### config.mk
export PLATFORM = sky130hd
export DESIGN_NAME = ks_adder_arbiter_flat
export DESIGN_NICKNAME = d
export VERILOG_FILES = /design/src/rtl/ks_adder_arbiter_if.sv /design/src/rtl/ks_adder_arbiter.sv /design/src/flat_wrapper.sv
export SDC_FILE = /design/constraint.sdc
export NUM_CORES = 1
export LEC_CHECK = 0
export ABC_AREA = 0
export BUFFER_PORTS_ARGS = -buffer_cell sky130_fd_sc_hd__buf_2
export CAP_MARGIN = 20
export CELL_PAD_IN_SITES_DETAIL_PLACEMENT = 0
export CELL_PAD_IN_SITES_GLOBAL_PLACEMENT = 2
export CORE_AREA = 2 2 98 123
export CTS_CLUSTER_SIZE = 30
export DETAILED_ROUTE_END_ITERATION = 6
export DIE_AREA = 0 0 100 125
export GPL_TIMING_DRIVEN = 0
export PLACE_DENSITY_LB_ADDON = 0.1
export SLEW_MARGIN = 25
export SYNTH_ARGS = -nofsm -noshare
export SYNTH_HDL_FRONTEND = slang
export SYNTH_SLANG_ARGS = --single-unit
### constraint.sdc
create_clock -name clk -period 5.48 [get_ports clk]
set_clock_uncertainty 0.2 [all_clocks]
set_input_delay 0.822 -clock clk [delete_from_list [all_inputs] [get_ports clk]]
set_output_delay 0.822 -clock clk [all_outputs]
set_load 0.01 [all_outputs]
### src/rtl/ks_adder_arbiter_if.sv
// Operand, result, adder and utilisation signals of the two-requester adder arbiter.
// The arbiter attaches through the slave modport; requesters plus the adder sit on master.
interface ks_adder_arbiter_if #(
    parameter int DATA_W = 16,
    parameter int CNT_W  = 8
);
    logic              req0_valid;
    logic              req0_ready;
    logic [DATA_W-1:0] req0_a;
    logic [DATA_W-1:0] req0_b;
    logic              req1_valid;
    logic              req1_ready;
    logic [DATA_W-1:0] req1_a;
    logic [DATA_W-1:0] req1_b;

    logic              resp0_valid;
    logic              resp0_ready;
    logic              resp1_valid;
    logic              resp1_ready;
    logic [DATA_W:0]   resp_sum;

    logic [DATA_W-1:0] add_a;
    logic [DATA_W-1:0] add_b;
    logic [DATA_W:0]   add_sum;

    logic [CNT_W-1:0]  grant_cnt0;
    logic [CNT_W-1:0]  grant_cnt1;

    modport slave (
        input  req0_valid, req0_a, req0_b, req1_valid, req1_a, req1_b,
        input  resp0_ready, resp1_ready, add_sum,
        output req0_ready, req1_ready, resp0_valid, resp1_valid, resp_sum,
        output add_a, add_b, grant_cnt0, grant_cnt1
    );

    modport master (
        output req0_valid, req0_a, req0_b, req1_valid, req1_a, req1_b,
        output resp0_ready, resp1_ready, add_sum,
        input  req0_ready, req1_ready, resp0_valid, resp1_valid, resp_sum,
        input  add_a, add_b, grant_cnt0, grant_cnt1
    );
endinterface

### src/rtl/ks_adder_arbiter.sv
// Round-robin arbiter time-sharing one external approximate adder between two requesters.
// One operation in flight at a time: IDLE accepts, EXEC lets the adder settle, HOLD returns the sum.
module ks_adder_arbiter #(
    parameter int DATA_W = 16,
    parameter int CNT_W  = 8
) (
    input  logic                 clk,
    input  logic                 rst,
    ks_adder_arbiter_if.slave    bus
);
    typedef enum logic [1:0] {IDLE, EXEC, HOLD} state_t;

    state_t            state_reg;
    logic              last_reg;
    logic              gid_reg;
    logic [DATA_W-1:0] add_a_reg;
    logic [DATA_W-1:0] add_b_reg;
    logic [DATA_W:0]   resp_sum_reg;
    logic [1:0]        resp_valid_reg;
    logic [CNT_W-1:0]  grant_cnt_reg [2];

    logic [1:0]        req_valid;
    logic [1:0]        req_ready;
    logic [1:0]        accept;
    logic [1:0]        resp_ready;
    logic [DATA_W-1:0] req_a [2];
    logic [DATA_W-1:0] req_b [2];
    logic              win_idx;

    assign req_valid  = {bus.req1_valid, bus.req0_valid};
    assign resp_ready = {bus.resp1_ready, bus.resp0_ready};
    assign req_a[0]   = bus.req0_a;
    assign req_a[1]   = bus.req1_a;
    assign req_b[0]   = bus.req0_b;
    assign req_b[1]   = bus.req1_b;

    // Accepts are mutually exclusive, so bit 1 alone identifies the winner.
    assign accept  = req_valid & req_ready;
    assign win_idx = accept[1];

    genvar gi;
    generate
        for (gi = 0; gi < 2; gi++) begin : g_req
            // On a tie, the requester that was not served last gets the slot.
            assign req_ready[gi] = (state_reg == IDLE) && req_valid[gi] &&
                                   (!req_valid[1-gi] || (last_reg != 1'(gi)));

            always_ff @(posedge clk or posedge rst) begin
                if (rst) begin
                    grant_cnt_reg[gi] <= '0;
                end else if (accept[gi]) begin
                    grant_cnt_reg[gi] <= grant_cnt_reg[gi] + CNT_W'(1);
                end
            end
        end
    endgenerate

    always_ff @(posedge clk or posedge rst) begin
        if (rst) begin
            state_reg      <= IDLE;
            last_reg       <= 1'b1;
            gid_reg        <= 1'b0;
            add_a_reg      <= '0;
            add_b_reg      <= '0;
            resp_sum_reg   <= '0;
            resp_valid_reg <= '0;
        end else begin
            case (state_reg)
                IDLE: begin
                    if (|accept) begin
                        add_a_reg <= req_a[win_idx];
                        add_b_reg <= req_b[win_idx];
                        gid_reg   <= win_idx;
                        last_reg  <= win_idx;
                        state_reg <= EXEC;
                    end
                end
                EXEC: begin
                    // The adder has had a full period on the registered operands.
                    resp_sum_reg            <= bus.add_sum;
                    resp_valid_reg[gid_reg] <= 1'b1;
                    state_reg               <= HOLD;
                end
                HOLD: begin
                    if (resp_ready[gid_reg]) begin
                        resp_valid_reg <= '0;
                        state_reg      <= IDLE;
                    end
                end
                default: state_reg <= IDLE;
            endcase
        end
    end

    assign bus.req0_ready  = req_ready[0];
    assign bus.req1_ready  = req_ready[1];
    assign bus.resp0_valid = resp_valid_reg[0];
    assign bus.resp1_valid = resp_valid_reg[1];
    assign bus.resp_sum    = resp_sum_reg;
    assign bus.add_a       = add_a_reg;
    assign bus.add_b       = add_b_reg;
    assign bus.grant_cnt0  = grant_cnt_reg[0];
    assign bus.grant_cnt1  = grant_cnt_reg[1];
endmodule
### src/flat_wrapper.sv
// flat-port wrapper written by rule: the top's interface ports become plain ports
module ks_adder_arbiter_flat 
#(
    parameter int DATA_W = 16,
    parameter int CNT_W  = 8
)
  (clk, rst, bus_req0_valid, bus_req0_a, bus_req0_b, bus_req1_valid, bus_req1_a, bus_req1_b, bus_resp0_ready, bus_resp1_ready, bus_add_sum, bus_req0_ready, bus_req1_ready, bus_resp0_valid, bus_resp1_valid, bus_resp_sum, bus_add_a, bus_add_b, bus_grant_cnt0, bus_grant_cnt1);
  ks_adder_arbiter_if #(.DATA_W(DATA_W), .CNT_W(CNT_W)) bus_i ();
  input  logic clk;
  input  logic rst;
  input wire logic [$bits(bus_i.req0_valid)-1:0] bus_req0_valid;
  input wire logic [$bits(bus_i.req0_a)-1:0] bus_req0_a;
  input wire logic [$bits(bus_i.req0_b)-1:0] bus_req0_b;
  input wire logic [$bits(bus_i.req1_valid)-1:0] bus_req1_valid;
  input wire logic [$bits(bus_i.req1_a)-1:0] bus_req1_a;
  input wire logic [$bits(bus_i.req1_b)-1:0] bus_req1_b;
  input wire logic [$bits(bus_i.resp0_ready)-1:0] bus_resp0_ready;
  input wire logic [$bits(bus_i.resp1_ready)-1:0] bus_resp1_ready;
  input wire logic [$bits(bus_i.add_sum)-1:0] bus_add_sum;
  output wire logic [$bits(bus_i.req0_ready)-1:0] bus_req0_ready;
  output wire logic [$bits(bus_i.req1_ready)-1:0] bus_req1_ready;
  output wire logic [$bits(bus_i.resp0_valid)-1:0] bus_resp0_valid;
  output wire logic [$bits(bus_i.resp1_valid)-1:0] bus_resp1_valid;
  output wire logic [$bits(bus_i.resp_sum)-1:0] bus_resp_sum;
  output wire logic [$bits(bus_i.add_a)-1:0] bus_add_a;
  output wire logic [$bits(bus_i.add_b)-1:0] bus_add_b;
  output wire logic [$bits(bus_i.grant_cnt0)-1:0] bus_grant_cnt0;
  output wire logic [$bits(bus_i.grant_cnt1)-1:0] bus_grant_cnt1;
  assign bus_i.req0_valid = bus_req0_valid;
  assign bus_i.req0_a = bus_req0_a;
  assign bus_i.req0_b = bus_req0_b;
  assign bus_i.req1_valid = bus_req1_valid;
  assign bus_i.req1_a = bus_req1_a;
  assign bus_i.req1_b = bus_req1_b;
  assign bus_i.resp0_ready = bus_resp0_ready;
  assign bus_i.resp1_ready = bus_resp1_ready;
  assign bus_i.add_sum = bus_add_sum;
  assign bus_req0_ready = bus_i.req0_ready;
  assign bus_req1_ready = bus_i.req1_ready;
  assign bus_resp0_valid = bus_i.resp0_valid;
  assign bus_resp1_valid = bus_i.resp1_valid;
  assign bus_resp_sum = bus_i.resp_sum;
  assign bus_add_a = bus_i.add_a;
  assign bus_add_b = bus_i.add_b;
  assign bus_grant_cnt0 = bus_i.grant_cnt0;
  assign bus_grant_cnt1 = bus_i.grant_cnt1;
  ks_adder_arbiter #(.DATA_W(DATA_W), .CNT_W(CNT_W)) u_core (.clk(clk), .rst(rst), .bus(bus_i));
endmodule
# Word level (Yosys, flattened, before mapping)

Cells that the tools add are included.

Bits of input ports: 87
Bits in registers: 71
Logic and storage cells: 51

Mux-type cells: 14
Equality and inequality tests: 4
Order comparisons: 3
Bitwise operators: 4
Reductions and logical operators: 15
$add $sub $neg: 2

Operator list:

| operator                                                                | number |
|---|---|
| 16-bit 2-to-1 mux                                                       | 6 |
| 8-bit by 1-bit adder with 8-bit output, second input constant           | 2 |
| 2-bit case mux with 3 select lines                                      | 1 |
| 2-bit AND reduction                                                     | 3 |
| 1-bit logical AND                                                       | 5 |
| 2-bit 2-to-1 mux                                                        | 2 |
| 2-bit case mux with 2 select lines                                      | 1 |
| 1-bit 2-to-1 mux                                                        | 3 |
| 2-bit AND                                                               | 1 |
| 2-bit by 1-bit equality test with 1-bit output, second input constant   | 1 |
| 2-bit equality test, second input constant                              | 1 |
| 2-bit greater-or-equal comparator, second input constant                | 1 |
| 1-bit zero test                                                         | 2 |
| 2-bit zero test                                                         | 1 |
| 1-bit logical OR                                                        | 2 |
| 1-bit by 2-bit < comparator with 1-bit output, second input constant    | 1 |
| 2-bit by 1-bit inequality test with 1-bit output, second input constant | 1 |
| 2-bit inequality test, second input constant                            | 1 |
| 1-bit NOT with 2-bit output                                             | 1 |
| 2-bit OR                                                                | 1 |
| 2-bit nonzero test                                                      | 1 |
| 2-bit OR reduction                                                      | 1 |
| 1-bit demux with 1-bit select                                           | 1 |
| 1-bit greater-or-equal comparator, second input constant                | 1 |
| 1-bit NOT                                                               | 1 |

# Logic depth before layout (Yosys ltp)

Word-level depth: 8
Depth in mapped cells: 7

# Least setup slack after synthesis

Ideal clock, no wire load.

Path kind: input to output
Start: input bus_req1_valid
End: output bus_req0_ready
Buffers on the path: 1
Stages on the path: 2
Arrival: 1.366 ns
Setup slack: 3.092 ns
Path through: a2111oi_4 > buf_6

Word-level cells in the longest chain between the ends: 3

RTL lines:

| element            | line                   | source |
|---|---|---|
| start: declaration | flat_wrapper.sv:14     | `input wire logic [$bits(bus_i.req1_valid)-1:0] bus_req1_valid;` |
| 1-bit zero test    | ks_adder_arbiter.sv:46 | `(!req_valid[1-gi] \|\| (last_reg != 1'(gi)));` |
| 1-bit logical OR   | ks_adder_arbiter.sv:46 |  |
| 1-bit logical AND  | ks_adder_arbiter.sv:45 | `assign req_ready[gi] = (state_reg == IDLE) && req_valid[gi] &&` |
| end: declaration   | flat_wrapper.sv:20     | `output wire logic [$bits(bus_i.req0_ready)-1:0] bus_req0_ready;` |

Every way passes these cells.

# Final worst setup path

Same ends and word-level chain as after synthesis.

==> results.txt <==
----------------------------------------------------
[Worst setup path]
  CP Launch Type ... primary input
  Critical Path Sink Type ... output port
  Critical Path Fanout Max ... 10
  Data required time at the worst endpoint ... approximately 4.5 ns
  Worst EP arrival ... 1.69 ns
  Critical path start-end classification ... primary input to output port

[Global route]
  Maximum number of pins on one net before global-route repair ... approximately 40
  Overflow after GRT ... 0
  Number of global-route vias before repair ... 2821
  First-pass GRT wire length ... 14.3 mm
  GRT Overall Usage ... 0.147
  Number of antenna violations at the first check in global routing ... 1

[Clock network]
  Clock edge transition at the registers on the reported setup and hold paths ... ~0.060 ns
  Resized cells post-CTS ... 0
  Number of hold buffers added after CTS ... 0
  H-tree depth ... 3
  Setup Fix Bufs, Post-CTS ... 0
  Master cell of the clock root buffer ... sky130_fd_sc_hd__clkbuf_16
  Number of CTS-inserted buffers ... 9
  TritonCTS clock tree ... built
  Clock sink count ... around 70
  Longest Clk Path Bufs ... 2
  Clock latency of the later-clocked register in the worst-skew pair ... 0.32 ns

[Detailed routing]
  Routed vias ... 2699
  DR pass1 iterations ... 4
  First-iteration detailed-routing DRC count ... 96
  Final Routed Wirelength ... ~8.9 mm
  Via density per instance ... 4.48
  Total DRC errors in the routed layout ... 0
  Post-DR wirelength/cell ... 14.7 µm
  Antenna-violating nets left ... 0

[Power]
  Switching share of power ... 0.372
  Power per cell area ... about 570 mW/mm²
  Portion of total power attributed to combinational logic ... 0.419
  Clock network fraction of total power ... 0.209
  Part of the total power dissipated in sequential elements ... 0.372
  Lkg Pwr ... 2.16 nW
  Net Switching ... 0.927 mW
  Internal Power ... 1.56 mW
  Worst voltage drop across the vdd grid ... 0.169 mV

[Synth]
  Top post-synthesis cells by count ... 73 x sky130_fd_sc_hd__nand2_1, 70 x sky130_fd_sc_hd__dfrtp_1, 32 x sky130_fd_sc_hd__a31oi_1, 32 x sky130_fd_sc_hd__nor2_1, 18 x sky130_fd_sc_hd__mux2_2
  Syn avg cell area ... 10.5 µm²
  Number of enable-type register cells in the synthesized netlist ... 0
  Post-synthesis net count ... 383
  Post-Syn Area ... 0.00310 mm²
  Total number of yosys warnings ... 0
  Distinct cells, synth ... 31
  Register bit count reported by yosys ... 71
  Most used flip-flop cell after synthesis ... sky130_fd_sc_hd__dfrtp_1
  Portion of synthesized cell area occupied by the leading cell type ... 0.565
  Synth area leaders ... sky130_fd_sc_hd__dfrtp_1 57%, sky130_fd_sc_hd__nand2_1 8.8%, sky130_fd_sc_hd__mux2_2 6.5%
  Leading cell type by number of instances after synthesis ... sky130_fd_sc_hd__nand2_1
  Post-synth top area cell ... sky130_fd_sc_hd__dfrtp_1
  Sequential-to-total area share from yosys stat ... 0.574
  Synth async-reset ratio ... 1.00
  Post-synthesis instance total ... ~300

[Timing]
  Worst Hold Slack ... 0.270 ns
  Sum of negative setup slack ... 0 ns
  Final setup violation count ... 0
  Final critical-path required period ... 2.71 ns
  Worst Slack Setup Final ... between 2 and 3 ns
  Final cycle utilization of the critical path ... 0.495
  Max-slew violation count ... 0
  Actual transition at the worst max-transition pin ... 0.550 ns
  Final hold violation count ... 0
  Achievable frequency ... 369 MHz
  Worst relative slew slack ... 0.633
  RSZ-0062 raised after global routing ... no

[Placement]
  Input/output buffers ... 155
  DPL Wire Length ... 6.47 mm
  Setup slack at placement ... 2.75 ns
  Final GP Congestion ... between 0.6 and 0.7

[Flow run]
  MaxCap Viol Count ... 0

[Cells and area]
  Max FFs per register ... 17
  Count of nets after finishing ... 550
  N_diodes ... 0
  Synthesis-to-finish area growth ... 39.9%
  Filler Cell Count ... 1218
  Share of final-layout standard cells stronger than drive strength 1 ... 0.456

[Floorplanning]
  Initial core utilization ... 0.271
  Total core area ... 0.0115 mm²
  Area enclosed by the die boundary ... 0.0125 mm²
  Top-level port count ... 156
  Overall die height ... 125 µm
  Cell row count ... between 40 and 50
  Die W ... roughly 100 µm

[Min path]
  Worst hold path type ... register to register

[Outcome]
  Outcome ... completed

----------------------------------------------------
-- worst max-delay path, cell delays in order --
cell and delay [ns]:
sky130_fd_sc_hd__buf_2 0.13, sky130_fd_sc_hd__a2111oi_4 0.41, sky130_fd_sc_hd__buf_6 0.19, sky130_fd_sc_hd__buf_2 0.13
-- cell families (layout without fill, tap and decap cells) --
| family | after synthesis | in the layout | synth area share |
|---|---|---|---|
| adders and majority gates | 2 | 2 | 0.00807 |
| xor gates and xnor gates | 14 | 14 | 0.0396 |
| AOI/OAI and AO/OA | 43 | 43 | 0.0912 |
| buffers and inverters | 23 | 194 | 0.0509 |
| muxes | 19 | 19 | 0.0686 |
| DFF | 71 | 71 | 0.574 |
| and+or+nand+nor | 122 | 122 | 0.168 |
-- cell usage in the layout (no fill, tap or decap), types with 3 or more instances in the layout --
cell,instances
sky130_fd_sc_hd__dfrtp_1,70
sky130_fd_sc_hd__clkbuf_1,5
sky130_fd_sc_hd__xor2_1,3
sky130_fd_sc_hd__clkbuf_16,9
sky130_fd_sc_hd__o21ai_0,6
sky130_fd_sc_hd__mux2_2,18
sky130_fd_sc_hd__a31oi_1,32
sky130_fd_sc_hd__nand2_1,73
sky130_fd_sc_hd__inv_1,3
sky130_fd_sc_hd__buf_6,6
sky130_fd_sc_hd__buf_2,161
sky130_fd_sc_hd__buf_4,5
sky130_fd_sc_hd__nor2_1,32
sky130_fd_sc_hd__xnor2_1,11
sky130_fd_sc_hd__nand4_1,5
-- layout make-up --
type | instances | area (µm²) | share of cell area
multi-input cells | 200 | 1160 | 0.268
plain buffers | 18 | 139 | 0.0320
clock inverters | 1 | 5.00 | 0.00115
repair buffers | 156 | 803 | 0.185
inverters | 5 | 21.3 | 0.00490
well taps | 138 | 173 | 0.0398
flip-flops and latches | 71 | 1780 | 0.410
clock buffers | 14 | 254 | 0.0586
-- power groups by stage --
stage	Clock (mW)	Sequential [mW]	Combinational (mW)
CTS	0.542	0.928	1.07
finish	0.521	0.925	1.04
global placement	0	0.929	1.06
floorplan	0	1.03	0.539
global route	0.561	0.966	1.17
detailed placement	0	0.937	1.07
-- path summary, 6_finish.rpt --
check	from	endpoint	slack, ns	cells after the start
min	u_core.bus.grant_cnt1[7]$_DFFE_PP0N_	u_core.bus.grant_cnt1[7]$_DFFE_PP0N_	0.27	1
min in group asynchronous	rst	u_core.bus.add_b[6]$_DFFE_PP0P_	0.31	2
min reg2reg	u_core.bus.grant_cnt1[7]$_DFFE_PP0N_	u_core.bus.grant_cnt1[7]$_DFFE_PP0N_	0.27	1
max reg2reg	u_core.state_reg[0]$_DFFE_PP0P_	u_core.bus.add_a[15]$_DFFE_PP0P_	3.75	5
max	bus_req1_valid	bus_req0_ready	2.77	4
max in group asynchronous	rst	u_core.last_reg$_DFFE_PP1P_	4.15	3
-- metal layers --
metal | vias to the layer above | GRT usage | routed length, µm
met5 | - | 0 | 13
met4 | 2 | 0.0467 | 101
met3 | 11 | 0.0453 | 600
met2 | 93 | 0.257 | 4410
met1 | 1263 | 0.172 | 3740
li1 | 1330 | - | -
-- stage by stage --
stage	util	cells	total power [mW]	cell area (µm²)
after global placement	0.353	587	1.99	4050
after CTS	0.379	603	2.54	4340
after detailed placement	0.356	588	2.01	4080
final	0.379	603	2.49	4340
after floorplan	-	294	1.57	3100
after global routing	0.379	603	2.70	4340
(Power assumes the default switching activity.)
